===== config.mk =====
export PLATFORM = sky130hd
export DESIGN_NAME = id_ex_stage_flat
export DESIGN_NICKNAME = d
export VERILOG_FILES = /design/src/rtl/pipe_pkg.sv /design/src/rtl/id_ex_stage_if.sv /design/src/rtl/id_ex_stage_sat_counter.sv /design/src/rtl/id_ex_stage.sv /design/src/flat_wrapper.sv
export SDC_FILE = /design/constraint.sdc
export NUM_CORES = 1
export LEC_CHECK = 0
export CAP_MARGIN = 15
export CORE_MARGIN = 2
export CORE_UTILIZATION = 40
export DETAILED_ROUTE_END_ITERATION = 16
export MAX_ROUTING_LAYER = met4
export PLACE_DENSITY = 0.8
export SETUP_SLACK_MARGIN = 0.05
export SLEW_MARGIN = 30
export SYNTH_ARGS = -nofsm -noshare
export SYNTH_HDL_FRONTEND = slang
export SYNTH_SLANG_ARGS = --single-unit

===== constraint.sdc =====
create_clock -name clk -period 0.8 [get_ports clk]
set_input_delay 0.24 -clock clk [delete_from_list [all_inputs] [get_ports clk]]
set_output_delay 0.24 -clock clk [all_outputs]
set_load 0.02 [all_outputs]

===== src/rtl/pipe_pkg.sv =====
// Shared pipeline definitions: default widths, control-field bit positions and bubble constants.
package pipe_pkg;

  localparam int unsigned DATA_W = 32;
  localparam int unsigned REG_W  = 5;
  localparam int unsigned EX_W   = 5;
  localparam int unsigned MEM_W  = 2;
  localparam int unsigned WB_W   = 2;

  // EX group: {RegDst, ALUSrc, ALUOp[2:0]}
  localparam int unsigned EX_REGDST    = 4;
  localparam int unsigned EX_ALUSRC    = 3;
  localparam int unsigned EX_ALUOP_MSB = 2;
  localparam int unsigned EX_ALUOP_LSB = 0;

  // MEM group: {MemRead, MemWrite}
  localparam int unsigned MEM_MEMREAD  = 1;
  localparam int unsigned MEM_MEMWRITE = 0;

  // WB group: {RegWrite, MemtoReg}
  localparam int unsigned WB_REGWRITE  = 1;
  localparam int unsigned WB_MEMTOREG  = 0;

  localparam logic [EX_W-1:0]  EX_BUBBLE  = '0;
  localparam logic [MEM_W-1:0] MEM_BUBBLE = '0;
  localparam logic [WB_W-1:0]  WB_BUBBLE  = '0;

endpackage


===== src/rtl/id_ex_stage_if.sv =====
// Decode-to-execute bus: decode-side *_d inputs and registered execute-side *_e outputs.
interface id_ex_stage_if #(
  parameter int unsigned DATA_W = pipe_pkg::DATA_W,
  parameter int unsigned REG_W  = pipe_pkg::REG_W,
  parameter int unsigned EX_W   = pipe_pkg::EX_W,
  parameter int unsigned MEM_W  = pipe_pkg::MEM_W,
  parameter int unsigned WB_W   = pipe_pkg::WB_W
);

  logic              valid_d;
  logic [EX_W-1:0]   ex_d;
  logic [MEM_W-1:0]  mem_d;
  logic [WB_W-1:0]   wb_d;
  logic [REG_W-1:0]  rs_d;
  logic [REG_W-1:0]  rt_d;
  logic [REG_W-1:0]  rd_d;
  logic [DATA_W-1:0] rd1_d;
  logic [DATA_W-1:0] rd2_d;
  logic [DATA_W-1:0] imm_d;

  logic              valid_e;
  logic [EX_W-1:0]   ex_e;
  logic [MEM_W-1:0]  mem_e;
  logic [WB_W-1:0]   wb_e;
  logic [REG_W-1:0]  rs_e;
  logic [REG_W-1:0]  rt_e;
  logic [REG_W-1:0]  rd_e;
  logic [DATA_W-1:0] rd1_e;
  logic [DATA_W-1:0] rd2_e;
  logic [DATA_W-1:0] imm_e;

  // Decode side drives *_d and observes *_e.
  modport master (
    output valid_d, ex_d, mem_d, wb_d, rs_d, rt_d, rd_d, rd1_d, rd2_d, imm_d,
    input  valid_e, ex_e, mem_e, wb_e, rs_e, rt_e, rd_e, rd1_e, rd2_e, imm_e
  );

  // Pipeline register consumes *_d and drives *_e.
  modport slave (
    input  valid_d, ex_d, mem_d, wb_d, rs_d, rt_d, rd_d, rd1_d, rd2_d, imm_d,
    output valid_e, ex_e, mem_e, wb_e, rs_e, rt_e, rd_e, rd1_e, rd2_e, imm_e
  );

endinterface


===== src/rtl/id_ex_stage_sat_counter.sv =====
// Saturating up-counter with asynchronous active-low reset; holds at all-ones.
module sat_counter #(
  parameter int unsigned CNT_W = 16
) (
  input  logic             clk,
  input  logic             rst_n,
  input  logic             inc,
  output logic [CNT_W-1:0] count
);

  logic [CNT_W-1:0] r_count;
  logic             w_at_max;

  assign w_at_max = (r_count == {CNT_W{1'b1}});

  always_ff @(posedge clk or negedge rst_n) begin
    if (!rst_n) begin
      r_count <= '0;
    end else if (inc && !w_at_max) begin
      r_count <= r_count + CNT_W'(1);
    end
  end

  assign count = r_count;

endmodule


===== src/rtl/id_ex_stage.sv =====
// ID->EX pipeline register with flush > stall > load priority and per-entry valid.
// Optional stall/bubble performance counters under PIPE_PERF_CNT_EN.
module id_ex_stage #(
  parameter int unsigned DATA_W = pipe_pkg::DATA_W,
  parameter int unsigned REG_W  = pipe_pkg::REG_W,
  parameter int unsigned EX_W   = pipe_pkg::EX_W,
  parameter int unsigned MEM_W  = pipe_pkg::MEM_W,
  parameter int unsigned WB_W   = pipe_pkg::WB_W
`ifdef PIPE_PERF_CNT_EN
  ,
  parameter int unsigned CNT_W  = 16
`endif
) (
  input  logic              clk,
  input  logic              rst_n,
  input  logic              stall_i,
  input  logic              flush_i,
  id_ex_stage_if.slave      bus
`ifdef PIPE_PERF_CNT_EN
  ,
  output logic [CNT_W-1:0]  stall_cnt_o,
  output logic [CNT_W-1:0]  bubble_cnt_o
`endif
);

  import pipe_pkg::*;

  logic              r_valid;
  logic [EX_W-1:0]   r_ex;
  logic [MEM_W-1:0]  r_mem;
  logic [WB_W-1:0]   r_wb;
  logic [REG_W-1:0]  r_rs;
  logic [REG_W-1:0]  r_rt;
  logic [REG_W-1:0]  r_rd;
  logic [DATA_W-1:0] r_rd1;
  logic [DATA_W-1:0] r_rd2;
  logic [DATA_W-1:0] r_imm;

  // Flush wins over stall; an invalid decode slot loads as a control bubble.
  always_ff @(posedge clk or negedge rst_n) begin
    if (!rst_n) begin
      r_valid <= 1'b0;
      r_ex    <= '0;
      r_mem   <= '0;
      r_wb    <= '0;
      r_rs    <= '0;
      r_rt    <= '0;
      r_rd    <= '0;
      r_rd1   <= '0;
      r_rd2   <= '0;
      r_imm   <= '0;
    end else if (flush_i) begin
      r_valid <= 1'b0;
      r_ex    <= EX_W'(EX_BUBBLE);
      r_mem   <= MEM_W'(MEM_BUBBLE);
      r_wb    <= WB_W'(WB_BUBBLE);
      r_rs    <= '0;
      r_rt    <= '0;
      r_rd    <= '0;
      r_rd1   <= '0;
      r_rd2   <= '0;
      r_imm   <= '0;
    end else if (!stall_i) begin
      r_valid <= bus.valid_d;
      r_ex    <= bus.valid_d ? bus.ex_d  : EX_W'(EX_BUBBLE);
      r_mem   <= bus.valid_d ? bus.mem_d : MEM_W'(MEM_BUBBLE);
      r_wb    <= bus.valid_d ? bus.wb_d  : WB_W'(WB_BUBBLE);
      r_rs    <= bus.rs_d;
      r_rt    <= bus.rt_d;
      r_rd    <= bus.rd_d;
      r_rd1   <= bus.rd1_d;
      r_rd2   <= bus.rd2_d;
      r_imm   <= bus.imm_d;
    end
  end

  assign bus.valid_e = r_valid;
  assign bus.ex_e    = r_ex;
  assign bus.mem_e   = r_mem;
  assign bus.wb_e    = r_wb;
  assign bus.rs_e    = r_rs;
  assign bus.rt_e    = r_rt;
  assign bus.rd_e    = r_rd;
  assign bus.rd1_e   = r_rd1;
  assign bus.rd2_e   = r_rd2;
  assign bus.imm_e   = r_imm;

`ifdef PIPE_PERF_CNT_EN
  logic w_hold;
  logic w_bubble;

  assign w_hold   = stall_i & ~flush_i;
  assign w_bubble = flush_i;

  sat_counter #(.CNT_W(CNT_W)) u_stall_cnt (
    .clk   (clk),
    .rst_n (rst_n),
    .inc   (w_hold),
    .count (stall_cnt_o)
  );

  sat_counter #(.CNT_W(CNT_W)) u_bubble_cnt (
    .clk   (clk),
    .rst_n (rst_n),
    .inc   (w_bubble),
    .count (bubble_cnt_o)
  );
`endif

endmodule


===== src/flat_wrapper.sv =====
// flat-port wrapper written by rule: the top's interface ports become plain ports
module id_ex_stage_flat import pipe_pkg::*;
#(
  parameter int unsigned DATA_W = pipe_pkg::DATA_W,
  parameter int unsigned REG_W  = pipe_pkg::REG_W,
  parameter int unsigned EX_W   = pipe_pkg::EX_W,
  parameter int unsigned MEM_W  = pipe_pkg::MEM_W,
  parameter int unsigned WB_W   = pipe_pkg::WB_W

)
  (clk, rst_n, stall_i, flush_i, bus_valid_d, bus_ex_d, bus_mem_d, bus_wb_d, bus_rs_d, bus_rt_d, bus_rd_d, bus_rd1_d, bus_rd2_d, bus_imm_d, bus_valid_e, bus_ex_e, bus_mem_e, bus_wb_e, bus_rs_e, bus_rt_e, bus_rd_e, bus_rd1_e, bus_rd2_e, bus_imm_e);
  id_ex_stage_if #(.DATA_W(DATA_W), .REG_W(REG_W), .EX_W(EX_W), .MEM_W(MEM_W), .WB_W(WB_W)) bus_i ();
  input  logic clk;
  input  logic rst_n;
  input  logic stall_i;
  input  logic flush_i;
  input wire logic [$bits(bus_i.valid_d)-1:0] bus_valid_d;
  input wire logic [$bits(bus_i.ex_d)-1:0] bus_ex_d;
  input wire logic [$bits(bus_i.mem_d)-1:0] bus_mem_d;
  input wire logic [$bits(bus_i.wb_d)-1:0] bus_wb_d;
  input wire logic [$bits(bus_i.rs_d)-1:0] bus_rs_d;
  input wire logic [$bits(bus_i.rt_d)-1:0] bus_rt_d;
  input wire logic [$bits(bus_i.rd_d)-1:0] bus_rd_d;
  input wire logic [$bits(bus_i.rd1_d)-1:0] bus_rd1_d;
  input wire logic [$bits(bus_i.rd2_d)-1:0] bus_rd2_d;
  input wire logic [$bits(bus_i.imm_d)-1:0] bus_imm_d;
  output wire logic [$bits(bus_i.valid_e)-1:0] bus_valid_e;
  output wire logic [$bits(bus_i.ex_e)-1:0] bus_ex_e;
  output wire logic [$bits(bus_i.mem_e)-1:0] bus_mem_e;
  output wire logic [$bits(bus_i.wb_e)-1:0] bus_wb_e;
  output wire logic [$bits(bus_i.rs_e)-1:0] bus_rs_e;
  output wire logic [$bits(bus_i.rt_e)-1:0] bus_rt_e;
  output wire logic [$bits(bus_i.rd_e)-1:0] bus_rd_e;
  output wire logic [$bits(bus_i.rd1_e)-1:0] bus_rd1_e;
  output wire logic [$bits(bus_i.rd2_e)-1:0] bus_rd2_e;
  output wire logic [$bits(bus_i.imm_e)-1:0] bus_imm_e;
  assign bus_i.valid_d = bus_valid_d;
  assign bus_i.ex_d = bus_ex_d;
  assign bus_i.mem_d = bus_mem_d;
  assign bus_i.wb_d = bus_wb_d;
  assign bus_i.rs_d = bus_rs_d;
  assign bus_i.rt_d = bus_rt_d;
  assign bus_i.rd_d = bus_rd_d;
  assign bus_i.rd1_d = bus_rd1_d;
  assign bus_i.rd2_d = bus_rd2_d;
  assign bus_i.imm_d = bus_imm_d;
  assign bus_valid_e = bus_i.valid_e;
  assign bus_ex_e = bus_i.ex_e;
  assign bus_mem_e = bus_i.mem_e;
  assign bus_wb_e = bus_i.wb_e;
  assign bus_rs_e = bus_i.rs_e;
  assign bus_rt_e = bus_i.rt_e;
  assign bus_rd_e = bus_i.rd_e;
  assign bus_rd1_e = bus_i.rd1_e;
  assign bus_rd2_e = bus_i.rd2_e;
  assign bus_imm_e = bus_i.imm_e;
  id_ex_stage #(.DATA_W(DATA_W), .REG_W(REG_W), .EX_W(EX_W), .MEM_W(MEM_W), .WB_W(WB_W)) u_core (.clk(clk), .rst_n(rst_n), .stall_i(stall_i), .flush_i(flush_i), .bus(bus_i));
endmodule

; Yosys cells after proc, flatten, opt, wreduce, memory -nomap -nowiden
; Cells that the tools add are included.
[totals]
output_inout_bits = 121
input_bits = 125
latchBits = 0
register_bits = 121
elab_cells = 34
memories = 0
rom_bits = 0
mem_bits_rw = 0
[op_classes]
reduce_logical = 0
bitwise = 0
multipliers = 0
magnitude_cmp = 0
n_div = 0
add_sub_neg = 0
mux = 23
n_eq_ne = 1
shift = 0
[ops]
columns = cell, count
row1 = $mux W32, 6
row2 = $mux W5, 9
row3 = $mux W2, 6
row4 = $mux W1, 2
row5 = $ne A2 B1 Y1 const B, 1

; Logic depth before layout (Yosys ltp)
; Gate-level depths: netlist of the first run.
[depth]
word_depth = 3
ltp_mapped = 5
mapped_depth_nobuf = 2

; Least setup slack after synthesis of the first run
; No wires, ideal clock.
[synth_path]
path_kind = input to register
start = input stall_i
end = register u_core.r_imm[0], in the netlist u_core.bus.imm_e[0]
required_time_ps = 679
setup_time_ps = 121
stages = 5
n_path_buf = 3
setup_slack_ps = -206
arrival_ps = 884
cell_sequence = buf_4 buf_8 buf_12 mux2i_1 nor2_1
[synth_between]
elab_chain_cells = 1
[synth_rtl]
columns = item, line
row1 = from (decl), flat_wrapper.sv:15  ; input logic stall_i;
row2 = $ne A2 B1 Y1 (no line), -
row3 = to (signal assigned), id_ex_stage.sv:73  ; r_imm <= bus.imm_d;
row4 = to (decl), id_ex_stage.sv:37  ; logic [DATA_W-1:0] r_imm;
; No other way between the ends.
; A chain may end at the register's enable or synchronous reset.

; Worst setup path in the final report of the first run
[layout_path]
start = register u_core.r_rt[1], in the netlist u_core.bus.rt_e[1]
end = output bus_rt_e[1]
[layout_lines]
columns = item, line
row1 = from (decl), id_ex_stage.sv:33  ; logic [REG_W-1:0] r_rt;
row2 = from (signal assigned), id_ex_stage.sv:69  ; r_rt <= bus.rt_d;
row3 = to (decl), flat_wrapper.sv:32  ; output wire logic [$bits(bus_i.rt_e)-1:0] bus_rt_e;
; No word-level cell between the ends.

==> metrics.md, run 1 <==
| Metric | Value |
|---|---|
| Delay-heaviest family, CP | `flip-flops` |
| Final #Nets | `823` |
| F_max | `0.829 GHz` |
| Core Footprint | `0.0120 sq mm` |
| Post-synth EDFFs | `0` |
| Die footprint | `0.0132 sq mm` |
| Minimum clock period | `1210 ps` |
| Die H | `115 um` |
| CTS root buf | `clkbuf_16` |
| CP max FO | `2` |
| Hold EP | `u_core.bus.valid_e` |
| Async S/R FF share, synth | `100%` |
| Initial Utilization | `41.0%` |
| Status | `complete, but fails checks` |
| First-pass GRT wire length | `21.9 mm` |
| VDD IR max | `1490 uV` |
| Post-synth top area share | `61.5%` |
| Detail Placement HPWL | `9.97 mm` |
| Post-route DRC | `0` |
| DRT iter0 DRCs | `200` |
| Final Max Slew Viols | `0` |
| Pwr dens | `1890 mW/mm^2` |
| Cell count after synthesis | `385` |
| Ant diodes | `0` |
| Avg WL per Cell | `16.9 um` |
| Layout cells sized above 1 | `32.3%` |
| Most common cell in the netlist | `dfrtp_1` |
| Pre-antenna DRT Iters | `4` |
| Power Total | `16.6 mW` |
| Data required, critical path | `560 ps` |
| Clk sinks | `121` |
| Floorplan row count | `40` |
| Max incr delay on CP | `410 ps` |
| Longest Clk Path Bufs | `2` |
| Distinct cell type count after synthesis | `12` |
| CP endpoint kind | `primary output` |
| Synthesized Nets | `510` |
| Routability cong. | `0.767` |
| Hold crit path type | `in2reg` |
| Hold depth | `2` |
| Synthesized cell area | `0.00493 sq mm` |
| Via-to-Cell Ratio | `4.81` |
| Slew @ Worst Pin | `420 ps` |
| Yosys Warn Count | `0` |
| Crit-path cells | `buf_6` |
| Worst rel slew slack | `71.9%` |
| Worst reg2reg path depth | `4` |
| Seq cells post-synth | `121` |
| TritonCTS Buffers | `17` |
| Sequential area share after synthesis | `61.5%` |
| Failing checks | `setup timing` |
| Worst r2r src | `u_core.bus.rt_e[1]` |
| Reg2Reg Setup Slack | `-170 ps` |
| Setup ws final | `-406 ps` |
| Crit path arrival time | `970 ps` |
| GR Util All Layers | `22.5%` |
| Min-delay src | `flush_i` |
| Clock skew | `0 ps` |
| Clk_lat worst skew | `400 ps` |
| Top_reg_cell synth | `dfrtp_1` |
| Cells after DPL | `775` |
| # Max-Cap Violations | `0` |
| DRT Wirelength | `14.4 mm` |
| Vias in the first global route | `4331` |
| Final ANT Viol Nets | `0` |
| Initial antenna violation count | `0` |
| CTS H-tree lvls | `4` |
| Post-synth top cells | `dfrtp_1, nor2_1, mux2i_1` |
| WS Path Type | `reg2out` |
| Clock transition at path regs | `50 ps` |
| Global route overflow | `0` |
| Worst reg2reg path endpoint | `u_core.bus.rt_e[1]` |
| CP startpoint kind | `register` |
| RSZ-0062 raised after global routing | `true` |
| Die X | `115 um` |
| Port Buffers | `245` |
| Leakage | `4.48 nW` |
| Period utilization | `151%` |
| Vias | `4109` |
| Ports | `246` |
| Area delta synth->final | `78.7%` |
| CP bufs+invs | `1` |
| Mean post-synth cell area | `12.8 sq um` |
| Pin count of the biggest net entering global routing | `62` |
| Non-Filler Instances | `855` |
| Synth area leader | `dfrtp_1` |
| Final setup fails | `174` |
| Final Hold Fails | `0` |
| Synth area leaders | `dfrtp_1, mux2i_1, nor2_1` |
| Slowest cell on the critical path | `dfrtp_1` |
| CTS tree | `done` |
-- registers in the layout, indices dropped and copies added, names as in the netlist --
name and count:
u_core.bus.rt_e 5, u_core.bus.rd2_e 32, u_core.bus.wb_e 2, u_core.bus.imm_e 32, u_core.bus.mem_e 2, u_core.bus.valid_e 1
u_core.bus.rd_e 5, u_core.bus.ex_e 5, u_core.bus.rs_e 5, u_core.bus.rd1_e 32
-- cell type report --
| class | count | area, sq um |
|---|---|---|
| Clock buffer | 26 | 509 |
| Tap cell | 147 | 184 |
| Clock inverter | 3 | 15.0 |
| Inverter | 1 | 3.75 |
| Timing Repair Buffer | 321 | 3390 |
| Fill cell | 783 | 3210 |
| Multi-Input combinational cell | 236 | 1670 |
| Sequential cell | 121 | 3030 |
-- logic make-up after synthesis --
kind of cell           after synthesis  share of synthesized area (%)
AND/OR/NAND/NOR                    115                           8.86
AO/OA/AOI/OAI                        9                           1.83
multiplexers                       112                           22.8
flip-flops                         121                           61.5
buffers and inverters               28                           5.08
-- cells in the final DEF (no fill, tap or decap) --
cell	instances
a32o_1	7
a32o_2	2
buf_12	6
buf_16	2
buf_4	43
buf_6	148
clkbuf_1	4
clkbuf_16	17
clkbuf_8	5
clkdlybuf4s50_1	120
clkinv_2	3
dfrtp_1	121
dlygate4sd3_1	1
dlymetal6s2s_1	1
inv_1	1
mux2i_1	111
mux2i_4	1
nor2_1	113
nor2b_2	1
nor2b_4	1
-- layer usage --
metal	GRT usage, %	routed length, um	vias to the layer above
met5	-	0	-
li1	-	-	1920
met1	25.1	5590	1974
met4	11.3	439	0
met2	36.4	7350	182
met3	6.96	1040	33
-- stage by stage --
stage          setup slack [ps]  setup TNS (ps)  cell area (sq um)  hold WS [ps]  util, %
2_1_floorplan              -146          -14200               4940         -55.6        -
3_3_place_gp               -507          -76510               7600           284     63.3
3_5_place_dp               -526          -80340               7600           290     63.3
4_1_cts                    -410          -47780               8510          77.4     70.8
5_1_grt                    -437          -52490               8800          99.2     73.3
6_report                   -406          -46430               8800          96.2     73.3
-- worst max-delay path by stage --
stage | from | to | slack [ps] | cells past startpoint
6_report | u_core.bus.rt_e[1] | bus_rt_e[1] | -410 | 1
5_1_grt | u_core.bus.rt_e[1] | bus_rt_e[1] | -440 | 1
4_1_cts | u_core.bus.mem_e[0] | bus_mem_e[0] | -410 | 1
3_5_place_dp | bus_valid_d | u_core.bus.wb_e[0] | -530 | 4
3_3_place_gp | bus_valid_d | u_core.bus.wb_e[1] | -510 | 4
2_1_floorplan | stall_i | u_core.bus.imm_e[0] | -150 | 5
-- report_power, final --
group	switching (mW)	internal, mW
clock network	2.43	4.29
registers	0.267	6.47
logic	1.36	1.84
total	4.05	12.6
-- what timing repair did --
item / 4_1_cts / 5_1_grt
setup buffers: 30 / 38
endpoints found under the setup margin: 134 / 239
pin swaps: 8 / 28
resized for setup: 731 / 31
cloned: 0 / 0
hold buffers: 1 / 0
hold endpoints to repair: 121 / 0
Power figures use the tool's default switching activity.
==> run 2: changes to the inputs <==
--- a/config.mk
+++ b/config.mk
@@ -6,11 +6,10 @@
 export NUM_CORES = 1
 export LEC_CHECK = 0
 export CAP_MARGIN = 15
-export CORE_MARGIN = 2
-export CORE_UTILIZATION = 40
+export CORE_MARGIN = 4
+export CORE_UTILIZATION = 26
 export DETAILED_ROUTE_END_ITERATION = 16
 export MAX_ROUTING_LAYER = met4
-export PLACE_DENSITY = 0.8
 export SETUP_SLACK_MARGIN = 0.05
 export SLEW_MARGIN = 30
 export SYNTH_ARGS = -nofsm -noshare
==> run 2 against run 1 <==
Against the previous run: hold slack better by 49 ps; register-to-register slack about the same; the run still ends with setup timing left; worst setup slack improved by 4.1 ps; clock skew stayed put; sequential share of layout area about the same; global-route usage shrank 8.8 points; design area is 0.13% lower; die area is 60% higher.
==> metrics.md, run 2 (synthesis gave the netlist of run 1 again) <==
| Metric | Value |
|---|---|
| Status | `complete, but fails checks` |
| Failing checks | `setup timing` |
| Hold crit path type | `in2reg` |
| Final Max Slew Viols | `0` |
| Routability cong. | `0.750` |
| GR Util All Layers | `13.6%` |
| Hold_ws | `145 ps` |
| Pre-antenna DRT Iters | `4` |
| Delay-heaviest family, CP | `flip-flops` |
| Minimum clock period | `1200 ps` |
| Clock skew | `0 ps` |
| VDD IR max | `1310 uV` |
| Pin count of the biggest net entering global routing | `64` |
| Via-to-Cell Ratio | `4.27` |
| CP Launch Point | `u_core.bus.wb_e[0]` |
| Avg WL per Cell | `15.6 um` |
| Initial antenna violation count | `0` |
| CP startpoint kind | `register` |
| Worst reg2reg path depth | `4` |
| Floorplan row count | `50` |
| Ant diodes | `0` |
| Worst rel slew slack | `71.8%` |
| Die H | `146 um` |
| Area after DPL | `0.00772 sq mm` |
| Leakage | `4.39 nW` |
| Setup ws final | `-402 ps` |
| Clk sinks | `121` |
| CTS tree | `done` |
| Crit-path cells | `buf_6` |
| CP bufs+invs | `1` |
| Pre-CTS WS | `-541 ps` |
| Post-route DRC | `0` |
| CP max FO | `2` |
| DRT Wirelength | `14.5 mm` |
| Vias | `3978` |
| Cells after DPL | `867` |
| Clk_lat worst skew | `400 ps` |
| Global route overflow | `0` |
| RSZ-0062 raised after global routing | `true` |
| Initial Utilization | `26.4%` |
| First-pass GRT wire length | `22.6 mm` |
| CP endpoint kind | `primary output` |
| Worst r2r src | `u_core.bus.rd1_e[10]` |
| Crit path arrival time | `960 ps` |
| Final setup TNS | `-45890 ps` |
| F_max | `0.832 GHz` |
| Final Hold Fails | `0` |
| Period utilization | `150%` |
| Core Footprint | `0.0186 sq mm` |
| Clock transition at path regs | `50 ps` |
| Pwr dens | `1880 mW/mm^2` |
| Vias in the first global route | `4218` |
| Slowest cell on the critical path | `dfrtp_1` |
| CTS H-tree lvls | `4` |
| WS Path Type | `reg2out` |
| Ports | `246` |
| Min-delay src | `flush_i` |
| Layout cells sized above 1 | `31.5%` |
| Port Buffers | `245` |
| Non-Filler Instances | `932` |
| Most common cell after layout, fill and taps aside | `buf_6` |
| # Max-Cap Violations | `0` |
| Final #Nets | `813` |
| DRT iter0 DRCs | `110` |
| Commonest cells after routing, fill and taps aside | `buf_6, dfrtp_1, clkdlybuf4s50_1, nor2_1, mux2i_1` |
| Area delta synth->final | `78.4%` |
| Die footprint | `0.0212 sq mm` |
| Instance count on the critical path | `1` |
| Hold depth | `3` |
| Die X | `146 um` |
| Slew @ Worst Pin | `423 ps` |
| Detail Placement HPWL | `10.3 mm` |
| TritonCTS Buffers | `17` |
| Post-route cell area | `0.00879 sq mm` |
| Longest Clk Path Bufs | `2` |
| Final ANT Viol Nets | `0` |
| Max incr delay on CP | `410 ps` |
| CTS root buf | `clkbuf_16` |
| Data required, critical path | `560 ps` |
| Final setup fails | `163` |
## run 2: changes by cell type in the layout (fill, tap and decap cells not counted), sizes merged
cell	previous run	this run
buf	199	187
clkinvlp	0	4
clkbuf	26	23
clkinv	3	4
dlygate4sd2	0	1
dlymetal6s2s	1	0
## run 2: layout make-up
| class | count | area, sq um |
|---|---|---|
| tap | 234 | 293 |
| inverter | 1 | 3.75 |
| clock inverter | 8 | 50.0 |
| clock buffer | 21 | 470 |
| timing repair buffer | 311 | 3290 |
| sequential | 121 | 3030 |
| fill | 1725 | 9850 |
| multi-input combinational | 236 | 1660 |
## run 2: stage by stage
step / utilization [%] / power (mW)
finish: 47.1 / 16.5
global route: 47.1 / 17.3
CTS: 45.9 / 16.6
detailed placement: 41.4 / 9.62
global placement: 41.4 / 9.57
floorplan: - / 7.96
## run 2: path summary, 6_finish.rpt
path	endpoint	slack, ps
min in group asynchronous	u_core.bus.rd2_e[29]	280
worst min-delay path	u_core.bus.valid_e	140
worst max register to register	u_core.bus.rd1_e[10]	-160
worst min register to register	u_core.bus.imm_e[7]	550
worst max-delay path	bus_wb_e[0]	-400
max in group asynchronous	u_core.bus.rd2_e[15]	110
## run 2: power breakdown
| part | internal (mW) | switching, mW | leakage [nW] | total [mW] |
|---|---|---|---|---|
| registers | 6.47 | 0.265 | 1.61 | 6.73 |
| logic | 1.78 | 1.32 | 2.54 | 3.11 |
| clock network | 4.12 | 2.54 | 0.248 | 6.66 |
## run 2: metal layers
metal,global-route usage (%),up-vias,share of wire (%)
met5,-,-,0
li1,-,1894,-
met1,16.7,1898,43
met4,3.89,0,1.4
met2,21.0,170,48
met3,5.48,16,7.7
## run 2: repair_timing
| action | in CTS | in global routing |
|---|---|---|
| pin swaps | 8 | 22 |
| setup buffers | 23 | 21 |
| resized for setup | 730 | 22 |
| hold buffers | 1 | 0 |
| cloned | 0 | 2 |
| endpoints found under the setup margin | 139 | 301 |
| endpoints found under the hold margin | 121 | 0 |
